[config.mk]
export PLATFORM = sky130hd
export DESIGN_NAME = simon_round_fsm
export DESIGN_NICKNAME = d
export VERILOG_FILES = /design/src/rtl/simon_round_fsm.sv
export SDC_FILE = /design/constraint.sdc
export NUM_CORES = 1
export LEC_CHECK = 0
export BUFFER_PORTS_ARGS = -buffer_cell sky130_fd_sc_hd__buf_2
export CAP_MARGIN = 15
export CORE_MARGIN = 2
export CORE_UTILIZATION = 30
export DETAILED_ROUTE_END_ITERATION = 12
export PLACE_DENSITY = 0.54
export SETUP_SLACK_MARGIN = 0.1
export SLEW_MARGIN = 20
export SYNTH_ARGS = -nofsm -noshare
export SYNTH_HDL_FRONTEND = slang
export SYNTH_SLANG_ARGS = --single-unit
[constraint.sdc]
create_clock -name clock -period 5.3 [get_ports clock]
set_input_delay 0.795 -clock clock [delete_from_list [all_inputs] [get_ports clock]]
set_output_delay 0.795 -clock clock [all_outputs]
set_load 0.01 [all_outputs]
[src/rtl/simon_round_fsm.sv]
// Simon game controller: grows a random pattern sequence, replays it on show_tick,
// then checks player entries. Optional input timeout is enabled by SIMON_TIMEOUT_EN.
module simon_round_fsm #(
  parameter int unsigned SW_W           = 8,
  parameter int unsigned SEQ_DEPTH      = 8,
  parameter int unsigned NUM_LIVES      = 3,
  parameter int unsigned TIMEOUT_CYCLES = 1000
) (
  input  logic                               clock,
  input  logic                               reset,
  input  logic [SW_W-1:0]                    random_num,
  input  logic [SW_W-1:0]                    swt,
  input  logic                               start_game,
  input  logic                               enter_move,
  input  logic                               show_tick,
  output logic                               show_valid,
  output logic [SW_W-1:0]                    show_value,
  output logic                               input_phase,
  output logic [$clog2(SEQ_DEPTH+1)-1:0]     round,
  output logic [NUM_LIVES-1:0]               lives_led,
  output logic                               miss,
  output logic                               game_won,
  output logic                               game_over
);

  localparam int unsigned RW = $clog2(SEQ_DEPTH + 1);
  localparam int unsigned IW = $clog2(SEQ_DEPTH);
  localparam int unsigned LW = $clog2(NUM_LIVES + 1);

  typedef enum logic [2:0] {
    S_IDLE, S_SHOW, S_INPUT, S_PENALTY, S_WON, S_LOST
  } state_e;

  state_e            state_q, state_d;
  logic [RW-1:0]     round_q, round_d;
  logic [LW-1:0]     lives_q, lives_d;
  logic [IW-1:0]     idx_q, idx_d;
  logic [SW_W-1:0]   seq_q [SEQ_DEPTH];

  logic              seq_we;
  logic [IW-1:0]     seq_waddr;
  logic              last_c;
  logic              match_c;
  logic              fail_c;
  logic              timeout_c;

  logic              show_valid_q, show_valid_d;
  logic [SW_W-1:0]   show_value_q, show_value_d;
  logic              input_phase_q, input_phase_d;
  logic [NUM_LIVES-1:0] lives_led_q, lives_led_d;
  logic              miss_q, miss_d;
  logic              game_won_q, game_won_d;
  logic              game_over_q, game_over_d;

`ifdef SIMON_TIMEOUT_EN
  localparam int unsigned TW = $clog2(TIMEOUT_CYCLES + 1);
  logic [TW-1:0] tcnt_q, tcnt_d;

  // Counter restarts on INPUT entry and on every submitted move
  always_comb begin
    tcnt_d = '0;
    if (state_q == S_INPUT && !enter_move) tcnt_d = TW'(tcnt_q + TW'(1));
  end

  assign timeout_c = (state_q == S_INPUT) && (tcnt_q == TW'(TIMEOUT_CYCLES - 1));

  always_ff @(posedge clock) begin
    if (reset) tcnt_q <= '0;
    else       tcnt_q <= tcnt_d;
  end
`else
  assign timeout_c = 1'b0;
`endif

  assign last_c  = (idx_q == IW'(round_q - RW'(1)));
  assign match_c = (swt == seq_q[idx_q]);
  assign fail_c  = (state_q == S_INPUT) && ((enter_move && !match_c) || (!enter_move && timeout_c));

  always_comb begin
    state_d   = state_q;
    round_d   = round_q;
    lives_d   = lives_q;
    idx_d     = idx_q;
    seq_we    = 1'b0;
    seq_waddr = '0;

    case (state_q)
      S_IDLE, S_WON, S_LOST: begin
        if (start_game) begin
          seq_we    = 1'b1;
          seq_waddr = '0;
          round_d   = RW'(1);
          lives_d   = LW'(NUM_LIVES);
          idx_d     = '0;
          state_d   = S_SHOW;
        end
      end
      S_SHOW: begin
        if (show_tick) begin
          if (last_c) begin
            idx_d   = '0;
            state_d = S_INPUT;
          end else begin
            idx_d = IW'(idx_q + IW'(1));
          end
        end
      end
      S_INPUT: begin
        if (fail_c) begin
          lives_d = LW'(lives_q - LW'(1));
          state_d = (lives_q == LW'(1)) ? S_LOST : S_PENALTY;
        end else if (enter_move) begin
          if (!last_c) begin
            idx_d = IW'(idx_q + IW'(1));
          end else if (round_q == RW'(SEQ_DEPTH)) begin
            state_d = S_WON;
          end else begin
            // round < SEQ_DEPTH here, so it addresses the next free slot
            seq_we    = 1'b1;
            seq_waddr = IW'(round_q);
            round_d   = RW'(round_q + RW'(1));
            idx_d     = '0;
            state_d   = S_SHOW;
          end
        end
      end
      S_PENALTY: begin
        if (start_game) begin
          idx_d   = '0;
          state_d = S_SHOW;
        end
      end
      default: state_d = S_IDLE;
    endcase

    // Outputs are registered from next-state values so they align with the state
    show_valid_d  = (state_d == S_SHOW);
    input_phase_d = (state_d == S_INPUT);
    miss_d        = (state_d == S_PENALTY);
    game_won_d    = (state_d == S_WON);
    game_over_d   = (state_d == S_LOST);
    show_value_d  = '0;
    if (state_d == S_SHOW) begin
      show_value_d = (seq_we && seq_waddr == idx_d) ? random_num : seq_q[idx_d];
    end
    lives_led_d = '0;
    for (int i = 0; i < int'(NUM_LIVES); i++) begin
      lives_led_d[i] = (lives_d > LW'(i));
    end
  end

  always_ff @(posedge clock) begin
    if (reset) begin
      state_q       <= S_IDLE;
      round_q       <= '0;
      lives_q       <= '0;
      idx_q         <= '0;
      show_valid_q  <= 1'b0;
      show_value_q  <= '0;
      input_phase_q <= 1'b0;
      lives_led_q   <= '0;
      miss_q        <= 1'b0;
      game_won_q    <= 1'b0;
      game_over_q   <= 1'b0;
    end else begin
      state_q       <= state_d;
      round_q       <= round_d;
      lives_q       <= lives_d;
      idx_q         <= idx_d;
      show_valid_q  <= show_valid_d;
      show_value_q  <= show_value_d;
      input_phase_q <= input_phase_d;
      lives_led_q   <= lives_led_d;
      miss_q        <= miss_d;
      game_won_q    <= game_won_d;
      game_over_q   <= game_over_d;
    end
  end

  // Sequence memory is never cleared; only written slots are ever read
  always_ff @(posedge clock) begin
    if (!reset && seq_we) seq_q[seq_waddr] <= random_num;
  end

  assign show_valid  = show_valid_q;
  assign show_value  = show_value_q;
  assign input_phase = input_phase_q;
  assign round       = round_q;
  assign lives_led   = lives_led_q;
  assign miss        = miss_q;
  assign game_won    = game_won_q;
  assign game_over   = game_over_q;

endmodule

==> metrics list <==
- Vias in the first global route: 3749
- Worst endpoint data arrival time: 4720 ps
- Critical path origin: idx_q[0]$_SDFF_PP0_
* Library cell occupying the most area in the post-synthesis netlist: edfxtp_1
- STA puts the critical path data required time at 5350 ps.
- Launching element type of the critical path: register
- Cells after Synth: ~430
* Count of different cell masters after synthesis: 62
* CTS Root Cell: clkbuf_16
- Cell internal power was estimated by the tool at 1.22 mW.
- 41 I/O pins were placed.
- Power spread over the standard cell area amounts to 284 mW/mm^2.
- Critical path's largest stage delay: approximately 940 ps
- Chip Width: between 100 and 150 um
* Timing-limited maximum frequency: 0.214 GHz
- Worst-case clock buffer depth: 2
- Proportion of synthesized chip area in sequential cells: 0.507
* Cell breakdown of the critical path: buf_4 > mux2_2 > o22a_1 > nand3b_1 > nand4b_1 > nor4_4 > nand2_1 > nor2_1 > a21oi_1 > a2111oi_2 > buf_4
* Average footprint of a synthesized cell: 11.3 sq um
- Remaining Overflow, GRT: 0
- In this run the vertical extent of the chip is 132 um.
- TritonCTS clock tree: done
- Setup clock skew after layout: 8.41 ps
- Summed over all cells, the static leakage comes to 1.98 nW.
- Sum of routed wire length over all layers: 13400 um
* Syn nets: 459
* Share of async-settable or async-resettable flops after synthesis: 0
- The total area inside the core boundary comes to 0.0159 sq mm.
* Cell repeated most along the worst path: buf_4
- Leaving out fill and tap cells, the most frequent cell in the layout is edfxtp_1.
- Cell count after placement: 679
* Worst-case headroom to the max-slew limit: 0.367
- Antenna violations before repair: 0
- Along the worst path, the maximum fanout reaches 19.
- The run finished with clean final reports.
- CTS saw between 90 and 100 sinks.
- Antenna diode instance count: 0
* Setup bufs post-CTS: 0
- In this run, post-CTS repair resized a total of 0 instances.
* Library cell contributing the largest single delay on the critical path: dfxtp_1
- At the pin with the least slew margin, the transition time is 947 ps.
- STA classifies the critical path endpoint as a register.
- Fraction of post-synthesis cell area in the top cell type by area: 0.392
- After detailed routing, the number of remaining DRC violations is 0.
* Setup tns final: 0 ps
* Peak supply drop: 0.162 mV
- The startpoint identified for the worst hold timing path is round[3]$_SDFFE_PP0P_.
- Of the total power, combinational logic draws 0.090.
- Final hold violation count: 0
- The completed layout was analyzed and its total power is approximately 1.6 mW.
- Number of enable flip-flop cells after synthesis: 64
- Pins Over Slew Limit: 0
- For this run, the total global-route usage over all layers was measured as 0.159.
* First-pass GRT wire length: between 20000 and 25000 um
- The die covers roughly 0.017 sq mm.
* Endpoints failing setup: 0
- Share of the clock period used by the worst path after layout: 0.881
* Total standard cell area after synthesis: around 0.0049 sq mm
- Across the run, the number of max-cap violations was 0.
- In the routed layout, each cell is associated on average with a via count of 5.39.
- Entering global routing, the biggest net connects 20 pins.
- Initial DRC count: 346
- Post-route ant nets: 0
- The initial utilization of the core area, before any placement, comes to 0.307.
* Critical path class: register to register
- Sequential fraction of design power: 0.496
* Insertion delay of the later-clocked pin in the worst-skew pair: 350 ps
- Fin nets: 500
- In the post-synthesis netlist, the biggest area contributors are edfxtp_1 39%, dfxtp_1 11%, mux4_2 3.7%, mux2i_1 3.1%, nand2_1 3.0%.
- Worst-path clk slew: 60 ps
- After synthesis the netlist holds a flip-flop and latch count of 92.
- CTS Hold Buffers Added: 0
- In this run the power spent charging and discharging nets is 0.375 mW.
* Total via count in the routed design: 3749
- Number of levels the H-tree was split into: 3
- Count of port buffers added during placement: 40
* Final Wtd Congestion: 0.863
- CTS Buf Count: 9
- The floorplan has 46 rows.
* Prevailing post-synth register cell: edfxtp_1
- Leaving out fill and tap cells, the most frequent cells in the layout are 64 x edfxtp_1, 40 x buf_2, 39 x nand2_1.
* Unrepaired setup endpoints after global routing: no
- The worst hold path belongs to the class register to register.
- Switch share: 0.234
* Worst reg2reg startpoint: idx_q[0]$_SDFF_PP0_
* Average wire length per cell after detail routing: a little under 20 um
- Area Growth Syn to Fin: 15.0%
- Of the total power, the clock network draws 0.413.
- The pre-antenna-repair detailed-routing pass consisted of 5 iterations.
- Placed wire-length estimate after detailed placement: 9140 um
- Counting I/O delays and the setup requirement, the final critical path takes 4670 ps.
- During synthesis, Yosys emitted a total of 0 warnings.
- Of the cells placed in the final design, the portion with a size suffix greater than 1 is 0.217.
* Filler-free cell count of the finished design: 695
==> sequential cells by signal, indices dropped and copies added (netlist names) <==
name,count
miss,1
idx_q,3
round,4
show_valid,1
seq_q,64
game_over,1
show_value,8
game_won,1
input_phase,1
state_q,3
lives_led,3
lives_q,2
==> power groups by stage <==
stage | Sequential [mW] | Combinational [mW] | Clock, mW
final | 0.794 | 0.144 | 0.661
after global routing | 0.795 | 0.159 | 0.707
after CTS | 0.794 | 0.144 | 0.677
after detailed placement | 0.809 | 0.143 | 0
after global placement | 0.810 | 0.141 | 0
after floorplan | 0.808 | 0.0934 | 0
==> worst max-delay path, delay by kind of cell, from the launching register on <==
kind,cells,cell delay (ps)
flip-flops,1,940
multiplexers,1,350
AND/OR/NAND/NOR,5,1750
AO/OA/AOI/OAI,3,750
buffers and inverters,2,580
==> stage by stage <==
| stage | utilization | hold WS [ps] | setup WS (ps) | instance area, sq um |
|---|---|---|---|---|
| global placement | 0.334 | 568 | 665 | 5330 |
| floorplan | - | 573 | 934 | 4900 |
| CTS | 0.354 | 600 | 658 | 5640 |
| detailed placement | 0.334 | 589 | 666 | 5330 |
| finish | 0.354 | 592 | 629 | 5640 |
| global route | 0.354 | 642 | 358 | 5640 |
==> cells in the mapped netlist, types with 3 or more instances <==
library cell	number
a221oi_1	16
mux2_2	8
nand3b_1	4
mux2i_1	15
nand2_1	39
inv_1	10
o22ai_1	4
ha_1	5
buf_2	5
nor3b_1	16
buf_4	4
nor3_1	11
o211ai_1	8
clkbuf_1	11
a21oi_1	27
nand4bb_1	8
or3_1	4
nor2_1	34
nand3_1	6
nand4_1	4
and3_1	3
nor2b_1	3
xor2_1	10
dfxtp_1	28
edfxtp_1	64
buf_6	8
mux4_2	8
o21ai_0	14
nand2b_1	7
a22o_1	11
==> area by class of cell <==
type	count	area, sq um
clock inverter	6	68.8
multi-input combinational	302	2200
inverter	10	37.5
timing repair buffer	59	343
fill	1568	10300
tap	216	270
sequential	92	2480
clock buffer	10	239
==> final timing paths <==
| path | endpoint | slack [ps] | cells after the start |
|---|---|---|---|
| min reg2reg | round[3]$_SDFFE_PP0P_ | 590 | 2 |
| max reg2reg | seq_q[4][0]$_DFFE_PP_ | 630 | 11 |
| max | seq_q[4][0]$_DFFE_PP_ | 630 | 11 |
| min | round[3]$_SDFFE_PP0P_ | 590 | 2 |
==> per-layer routing <==
layer	GRT usage	vias up	share of wire
met5	0	-	0
met4	0.0707	0	0.021
met3	0.0265	18	0.053
met2	0.258	142	0.47
met1	0.211	1853	0.45
li1	-	1736	-
==> logic make-up (layout without fill, tap and decap cells) <==
family / count (synthesis) / count (layout) / share of synthesized area
buf+inv: 39 / 85 / 0.0465
simple gates: 154 / 154 / 0.179
fa+ha+maj: 5 / 5 / 0.0128
compound gates: 100 / 100 / 0.144
flops: 92 / 92 / 0.507
mux: 32 / 32 / 0.0889
xor+xnor: 11 / 11 / 0.0225
Power figures use the tool's default switching activity.
